===== src/rtl/pipe_pkg.sv =====
// -----------------------------------------------------------------------------
// pipe_pkg
// Shared encodings for the PIPE PHY command responder:
//   - PowerDown encodings (P0, P0s, P1, P2)
//   - RxStatus codes for receiver detection
//   - responder FSM state enum
//   - helper to turn a latency into a down-counter load value
// Optional feature macro: PIPE_PCLK_HANDSHAKE_EN adds the PCLK_OK state.
// -----------------------------------------------------------------------------
package pipe_pkg;

  localparam logic [3:0] PD_P0  = 4'd0;
  localparam logic [3:0] PD_P0S = 4'd1;
  localparam logic [3:0] PD_P1  = 4'd2;
  localparam logic [3:0] PD_P2  = 4'd3;

  localparam logic [2:0] RX_DET = 3'b011;  // far-end receiver present
  localparam logic [2:0] RX_OK  = 3'b000;  // nothing detected / no status

  typedef enum logic [2:0] {
    RST_HOLD  = 3'd0,
    IDLE      = 3'd1,
    PD_WAIT   = 3'd2,
    RATE_WAIT = 3'd3,
    DET_WAIT  = 3'd4,
    DONE      = 3'd5
`ifdef PIPE_PCLK_HANDSHAKE_EN
    , PCLK_OK = 3'd6
`endif
  } state_t;

  // A wait state of N cycles starts with the counter at N-1 and leaves on zero.
  function automatic logic [7:0] lat_load(input int unsigned n);
    return 8'(n - 1);
  endfunction

endpackage


===== src/rtl/pipe_lat_counter.sv =====
// -----------------------------------------------------------------------------
// pipe_lat_counter
// 8-bit loadable down-counter used for every responder delay. Saturates at
// zero (never wraps) and reports a zero flag.
// Ports:
//   i_clk      clock, rising edge
//   i_rst_n    synchronous active-low reset, loads RST_VAL
//   i_load     load i_load_val (has priority over decrement)
//   i_load_val value to load
//   i_dec      decrement when nonzero
//   o_zero     counter is zero
// -----------------------------------------------------------------------------
module pipe_lat_counter #(
  parameter logic [7:0] RST_VAL = 8'd15
) (
  input  logic       i_clk,
  input  logic       i_rst_n,
  input  logic       i_load,
  input  logic [7:0] i_load_val,
  input  logic       i_dec,
  output logic       o_zero
);

  logic [7:0] r_count;

  // NOTE: sequential state uses non-blocking assignments so every flop samples
  // pre-edge values regardless of process ordering; reset is sampled on the
  // clock edge (synchronous), so it sits inside the clocked branch.
  always_ff @(posedge i_clk) begin
    if (!i_rst_n) begin
      r_count <= RST_VAL;
    end else if (i_load) begin
      r_count <= i_load_val;
    end else if (i_dec && (r_count != 8'd0)) begin
      r_count <= r_count - 8'd1;
    end
  end

  assign o_zero = (r_count == 8'd0);

endmodule


===== src/rtl/pipe_phy_cmd_responder.sv =====
// -----------------------------------------------------------------------------
// pipe_phy_cmd_responder
// Behavioural PIPE PHY responder: holds PhyStatus after reset, then answers MAC
// PowerDown / Rate / receiver-detect requests with a one-cycle PhyStatus pulse
// after a programmable latency. A latency of N puts the pulse N+1 cycles after
// the cycle in which IDLE was left.
// Optional feature macro: PIPE_PCLK_HANDSHAKE_EN -- rate changes wait in
// PCLK_OK with PclkChangeOk high until PclkChangeAck before committing.
// Ports:
//   CLK                  PHY clock, rising edge
//   reset                synchronous active-low reset
//   PowerDown[3:0]       requested power state
//   Rate[3:0]            requested rate
//   TxDetectRx_Loopback  receiver-detect request (with TxElecIdle, in P1)
//   TxElecIdle           transmitter electrical idle
//   rx_present           modelled far-end termination
//   PclkChangeAck        MAC acknowledge of PCLK change
//   PhyStatus            reset hold / completion pulse
//   RxStatus[2:0]        detect result, valid only during the completion pulse
//   PclkChangeOk         PHY ready for PCLK change
//   cur_powerdown[3:0]   committed power state
//   cur_rate[3:0]        committed rate
// -----------------------------------------------------------------------------
module pipe_phy_cmd_responder
  import pipe_pkg::*;
#(
  parameter int unsigned RESET_CYCLES   = 16,
  parameter int unsigned PD_LATENCY     = 4,
  parameter int unsigned RATE_LATENCY   = 8,
  parameter int unsigned DETECT_LATENCY = 12
) (
  input  logic       CLK,
  input  logic       reset,
  input  logic [3:0] PowerDown,
  input  logic [3:0] Rate,
  input  logic       TxDetectRx_Loopback,
  input  logic       TxElecIdle,
  input  logic       rx_present,
  input  logic       PclkChangeAck,
  output logic       PhyStatus,
  output logic [2:0] RxStatus,
  output logic       PclkChangeOk,
  output logic [3:0] cur_powerdown,
  output logic [3:0] cur_rate
);

  localparam logic [7:0] L_RST  = lat_load(RESET_CYCLES);
  localparam logic [7:0] L_PD   = lat_load(PD_LATENCY);
  localparam logic [7:0] L_RATE = lat_load(RATE_LATENCY);
  localparam logic [7:0] L_DET  = lat_load(DETECT_LATENCY);

  state_t     r_state;
  state_t     w_next;
  logic [3:0] r_req_pd;
  logic [3:0] r_req_rate;
  logic [3:0] r_cur_pd;
  logic [3:0] r_cur_rate;
  logic [2:0] r_rx_status;

  logic       w_load;
  logic [7:0] w_load_val;
  logic       w_dec;
  logic       w_zero;
  logic       w_commit_pd;
  logic       w_commit_rate;
  logic       w_det_done;

  pipe_lat_counter #(.RST_VAL(L_RST)) u_lat (
    .i_clk      (CLK),
    .i_rst_n    (reset),
    .i_load     (w_load),
    .i_load_val (w_load_val),
    .i_dec      (w_dec),
    .o_zero     (w_zero)
  );

  // NOTE: every signal driven here gets a default first, so no path through
  // the case can leave one unassigned and infer a latch.
  always_comb begin
    w_next        = r_state;
    w_load        = 1'b0;
    w_load_val    = 8'd0;
    w_dec         = 1'b0;
    w_commit_pd   = 1'b0;
    w_commit_rate = 1'b0;
    w_det_done    = 1'b0;
    case (r_state)
      RST_HOLD: begin
        w_dec = 1'b1;
        if (w_zero) w_next = IDLE;
      end
      IDLE: begin
        // Rate changes take priority; a pending PowerDown difference is seen
        // again when the rate transaction returns here.
        if (Rate != r_cur_rate) begin
          w_next     = RATE_WAIT;
          w_load     = 1'b1;
          w_load_val = L_RATE;
        end else if (PowerDown != r_cur_pd) begin
          w_next     = PD_WAIT;
          w_load     = 1'b1;
          w_load_val = L_PD;
        end else if ((r_cur_pd == PD_P1) && TxDetectRx_Loopback && TxElecIdle) begin
          w_next     = DET_WAIT;
          w_load     = 1'b1;
          w_load_val = L_DET;
        end
      end
      PD_WAIT: begin
        w_dec = 1'b1;
        if (w_zero) begin
          w_next      = DONE;
          w_commit_pd = 1'b1;
        end
      end
      RATE_WAIT: begin
        w_dec = 1'b1;
        if (w_zero) begin
`ifdef PIPE_PCLK_HANDSHAKE_EN
          w_next = PCLK_OK;
`else
          w_next        = DONE;
          w_commit_rate = 1'b1;
`endif
        end
      end
`ifdef PIPE_PCLK_HANDSHAKE_EN
      PCLK_OK: begin
        if (PclkChangeAck) begin
          w_next        = DONE;
          w_commit_rate = 1'b1;
        end
      end
`endif
      DET_WAIT: begin
        w_dec = 1'b1;
        if (w_zero) begin
          w_next     = DONE;
          w_det_done = 1'b1;
        end
      end
      DONE:    w_next = IDLE;
      default: w_next = RST_HOLD;
    endcase
  end

  always_ff @(posedge CLK) begin
    if (!reset) begin
      r_state     <= RST_HOLD;
      r_req_pd    <= PD_P1;
      r_req_rate  <= 4'd0;
      r_cur_pd    <= PD_P1;
      r_cur_rate  <= 4'd0;
      r_rx_status <= RX_OK;
    end else begin
      r_state <= w_next;
      // Requests are frozen on the IDLE exit edge; later input changes wait.
      if (w_load) begin
        r_req_pd   <= PowerDown;
        r_req_rate <= Rate;
      end
      if (w_commit_pd)   r_cur_pd   <= r_req_pd;
      if (w_commit_rate) r_cur_rate <= r_req_rate;
      // Detect result lives only for the DONE cycle.
      if (w_det_done) begin
        r_rx_status <= rx_present ? RX_DET : RX_OK;
      end else if (r_state == DONE) begin
        r_rx_status <= RX_OK;
      end
    end
  end

  assign PhyStatus     = (r_state == RST_HOLD) || (r_state == DONE);
  assign RxStatus      = r_rx_status;
  assign cur_powerdown = r_cur_pd;
  assign cur_rate      = r_cur_rate;

`ifdef PIPE_PCLK_HANDSHAKE_EN
  assign PclkChangeOk = (r_state == PCLK_OK);
`else
  assign PclkChangeOk = 1'b0;
  logic w_unused;
  assign w_unused = PclkChangeAck;
`endif

endmodule

===== config.mk =====
export PLATFORM = sky130hd
export DESIGN_NAME = pipe_phy_cmd_responder
export DESIGN_NICKNAME = d
export VERILOG_FILES = /design/src/rtl/pipe_pkg.sv /design/src/rtl/pipe_lat_counter.sv /design/src/rtl/pipe_phy_cmd_responder.sv
export SDC_FILE = /design/constraint.sdc
export NUM_CORES = 1
export LEC_CHECK = 0
export ABC_CLOCK_PERIOD_IN_PS = 2400
export CORE_UTILIZATION = 35
export DETAILED_ROUTE_END_ITERATION = 10
export PLACE_DENSITY = 0.55
export SYNTH_ARGS = -nofsm -noshare
export SYNTH_HDL_FRONTEND = slang
export SYNTH_SLANG_ARGS = --single-unit

===== constraint.sdc =====
create_clock -name CLK -period 2.4 [get_ports CLK]
set_clock_uncertainty 0.05 [all_clocks]
set_input_delay 0.36 -clock CLK [delete_from_list [all_inputs] [get_ports CLK]]
set_output_delay 0.36 -clock CLK [all_outputs]
set_load 0.01 [all_outputs]

# Word-level counts from Yosys, hierarchy flattened
# Index checks and enable logic that the tools add are counted.
# Widths: inputs -> output; s select.
# totals
inputBits	14
output_inout_bits	13
ram_bits	0
wordCells	55
reg_bits	30
latch_bits	0
memories	0
mem_bits_ro	0
# classes
reduce_logical	12
addsub	1
multipliers	0
n_bitwise	0
eq_ne	11
order_cmp	0
shift	0
mux	24
div	0
# ops
op	n
$mux 3	7
$mux 4	4
$mux 8	2
$pmux 3 s4	1
$mux 1	9
$logic_not 8->1	1
$ne 4x4->1	2
$reduce_bool 8->1	1
$sub 8x1->8 const B	1
$eq 3x2->1 const B	2
$eq 3x3->1 const B	2
$eq 4x2->1 const B	1
$ne 2x1->1 const B	2
$ne 4x4->1 const B	1
$reduce_bool 2->1	2
$reduce_or 4->1	1
$eq 3x1->1 const B	1
$logic_and 1x1->1	3
$logic_not 3->1	1
$reduce_and 3->1	1
$reduce_or 3->1	1
$mux 2	1
$logic_or 1x1->1	1

# Logic depth before layout (Yosys ltp)
# logic_depth
depth_word	8
depth_mapped	8
ltp_nobuf	6

# By module
# Synthesis repeated with hierarchy kept, for this count alone.
# unflattened
hier_cells	180
area_unflattened_um2	1542.7
# modules_own_cells
mod	cells_each	n_inst	area_each_um2
pipe_phy_cmd_responder	118	1	1044.8
pipe_lat_counter	62	1	498.0

# Worst setup path before layout
# OpenSTA, ideal clock, no wires.
# synth_path
path_type	register -> register
startpoint	register u_lat.r_count[0]
endpoint	register r_cur_rate[0] (netlist: cur_rate[0])
slack_ps	311
t_arrival_ps	1915
synth_period_minus_slack_ps	2089
t_required_ps	2225
stages_incl_launch_ff	9
path_buffers	2
path_cell_list	dfxtp_1 inv_1 ha_1 or4b_4 buf_6 or4_4 buf_6 mux2i_1 nor2_1
# synth_via
elab_chain_len	3
# synth_rtl
element	line	rtl
start: declaration	pipe_lat_counter.sv:24	logic [7:0] r_count;
start signal: assignment	pipe_lat_counter.sv:33	r_count <= i_load_val;
start signal: assignment	pipe_lat_counter.sv:35	r_count <= r_count - 8'd1;
$logic_not 8->1	pipe_lat_counter.sv:39	assign o_zero = (r_count == 8'd0);
$mux 1	pipe_phy_cmd_responder.sv:118	if (w_zero) begin
$mux 1	pipe_phy_cmd_responder.sv:87	case (r_state)
end signal: assignment	pipe_phy_cmd_responder.sv:163	if (w_commit_rate) r_cur_rate <= r_req_rate;
end: declaration	pipe_phy_cmd_responder.sv:57	logic [3:0] r_cur_rate;
# No other way between the ends.
# A chain may end at the register's enable or synchronous reset.

# Worst setup path in the final report
# Same ends and word-level chain as after synthesis.

==> impl_metrics.toml <==
[floorplanning]
die_boundary_height_um = 67.69
core_um2 = 4058
initial_utilization_pct = 37.22
i_o_pin_total = 27
chipWidth_um = 67.69
fp.dieArea_um2 = 4581
rows = 23

[timing]
finalCriticalPeriod_ps = 2153
timing.max_slew.rel_slack_pct = 65.38
timing.final.max_slew_violations = 0
setup_viol_count_final = 0
finalHoldViolCount = 0
timing_worst_slew_pin_value_ps = 514.5
finalCritPeriodShare_pct = 89.72
rsz_0062_raised_after_global_routing = "no"
fin_setup_tns_ps = 0
achievable-frequency_mhz = 464.4

[route]
dr.first_iter.drc_count = 72
antenna_viol_nets_final = 0
route.detailed.vias_per_inst = 4.940
drt_first_pass_iters = 4
vias = 1146
remaining_drc_errors = 0
finalWirelength_mm = 3.142
average_wire_length_per_cell_after_detail_routing_um = 13.54

[global_route]
grt_max_degree = 21
grt_pass1_wl_mm = 5.133
global_route.overflow_total = 0
via_count_of_the_first_global_routing_pass = 1077
antenna_found_initial = 0
global_route.usage.total_pct = 15.25

[clocking]
numClockSinks = 28
h-tree-depth = 1
cts-root-buf = "sky130_fd_sc_hd__clkbuf_8"
worst_setup_hold_path_clk_slew_ps = 90
tritoncts = "yes"
clock_insertion_delay_worst_skew_ps = 270
post-cts-setup-buffers = 0
cts-buffers-inserted = 3
clk_path_buf_depth = 2
post_cts.resized_instances = 0
cts_hold_buffers = 0

[outcome]
run_status = "complete, no violations"

[synthesis]
synth_top_flop_cell = "sky130_fd_sc_hd__dfxtp_1"
synth_top_area_share_pct = 37.12
syn_inst = 161
postSynthRegisterBits = 28
syn_area_um2 = 1510
post_synthesis_mean_instance_area_um2 = 9.380
ys.warnings.count = 0
synthDistinctLibCells = 44
synth_edf_count = 0
synth_async_sr_flop_share_pct = 0
synth_area_leaders = "sky130_fd_sc_hd__dfxtp_1, sky130_fd_sc_hd__mux2i_1, sky130_fd_sc_hd__xor2_1, sky130_fd_sc_hd__nand2_1, sky130_fd_sc_hd__nor2_1"
synth_sequential_area_ratio_pct = 37.12
yosys.area.top_type = "sky130_fd_sc_hd__dfxtp_1"

[finish]
mostFrequentLayoutCell = "sky130_fd_sc_hd__dfxtp_1"
insertedDiodeCount = 0
post_route_cells_drive_above_1_share_pct = 9.890
nFillCells = 402
layout.cells.most_common_list = "sky130_fd_sc_hd__dfxtp_1, sky130_fd_sc_hd__clkdlybuf4s50_1, sky130_fd_sc_hd__mux2i_1"
final_cell_count_no_fill = 232
area_delta_synth_final_pct = 18.89
design.final.nets = 199

[place]
place_inst = 228
final_hpwl_dp_mm = 2.322
gp_congestion = 0.7969
numPortBuffers = 23

[worst_setup_path]
crit_path_end_kind = "flop"
worstPathRequired_ps = 2520
r2r_cells = 6
critPathKind = "flop to flop"
timing.critical_path.from_type = "flop"
worst_path_arrival_time_ps = 2270
worstPathMaxFanout = 10

[min_path]
hold_path.class = "flop to flop"
worstHoldPathCells = 2

[power_and_ir_drop]
power_leakage_nw = 0.6964
power_density_nw_per_um2 = 639.0
vdd_ir_drop_max_v = 0.0002376

[flow_run]
max-cap-violations = 0
worst paths after layout:
path | endpoint | startpoint | slack (ps)
hold reg to reg | r_req_rate[3] | r_req_rate[3] | 410
hold / removal | r_req_rate[3] | r_req_rate[3] | 410
setup reg to reg | cur_rate[0] | u_lat.r_count[0] | 250
setup / recovery | cur_rate[0] | u_lat.r_count[0] | 250
flip-flops by register name, summed over array words and instances (netlist names):
register,count
u_lat.r_count,8
cur_powerdown,4
cur_rate,4
r_req_pd,4
r_req_rate,4
r_state,3
RxStatus,1
Yosys cell counts, types with 2 or more instances:
cell and count:
sky130_fd_sc_hd__a41oi_1 2, sky130_fd_sc_hd__o2111ai_1 2, sky130_fd_sc_hd__buf_4 4, sky130_fd_sc_hd__nor4_1 2
sky130_fd_sc_hd__nor4_2 2, sky130_fd_sc_hd__dfxtp_1 28, sky130_fd_sc_hd__o21a_1 2, sky130_fd_sc_hd__mux2i_1 19
sky130_fd_sc_hd__nand2_1 18, sky130_fd_sc_hd__clkbuf_1 2, sky130_fd_sc_hd__or4_1 2, sky130_fd_sc_hd__nor3b_1 2
sky130_fd_sc_hd__nand4_1 2, sky130_fd_sc_hd__nor3_1 7, sky130_fd_sc_hd__inv_1 6, sky130_fd_sc_hd__ha_1 2
sky130_fd_sc_hd__buf_6 3, sky130_fd_sc_hd__or3_1 2, sky130_fd_sc_hd__xor2_1 14, sky130_fd_sc_hd__nor2_1 16
cell families after synthesis:
family          Yosys count  share of synthesized area [%]
simple gates             60                          21.95
flops                    28                          37.12
buf+inv                  20                          9.113
mux                      19                          12.59
compound gates           16                          8.617
xor+xnor                 15                          8.700
fa+ha+maj                 2                          1.657
other cells               1                         0.2483
per-stage QoR:
stage	area, µm²	total power, mW	worst slack (ps)	utilization [%]	hold WS, ps
floorplan	1514	0.7898	310.6	-	384.1
global placement	1740	0.8517	197.7	42.89	391.4
detailed placement	1740	0.8616	175.1	42.89	401.5
CTS	1795	1.157	236.0	44.25	417.0
global route	1795	1.217	148.6	44.25	433.2
finish	1795	1.147	246.7	44.25	414.6
worst max-delay path: stages, from the launching register on:
cell and delay [ps]:
sky130_fd_sc_hd__dfxtp_1 350, sky130_fd_sc_hd__inv_1 130, sky130_fd_sc_hd__ha_1 150, sky130_fd_sc_hd__or4b_4 550, sky130_fd_sc_hd__or4_4 570, sky130_fd_sc_hd__mux2i_1 190
sky130_fd_sc_hd__nor2_1 50
metal layers:
layer,vias up,global-route usage [%],part of all wire (%)
li1,601,-,-
met1,518,21.77,52
met3,2,2.534,3.9
met4,0,4.787,0.67
met2,25,23.02,43
met5,-,0,0
layout make-up:
cell class | instances | area (µm²) | share of cell area (%)
tap | 50 | 62.56 | 3.484
inverter | 7 | 26.28 | 1.463
multi-input combinational | 114 | 815.8 | 45.44
clock buffer | 4 | 55.05 | 3.066
timing repair buffer | 29 | 275.3 | 15.33
sequential | 28 | 560.5 | 31.22
where the power goes:
group          internal, mW  switching [mW]  total (mW)
Combinational         0.133           0.149       0.282
Clock                 0.147           0.149       0.296
Sequential            0.511          0.0577       0.569
Power figures use the tool's default switching activity.
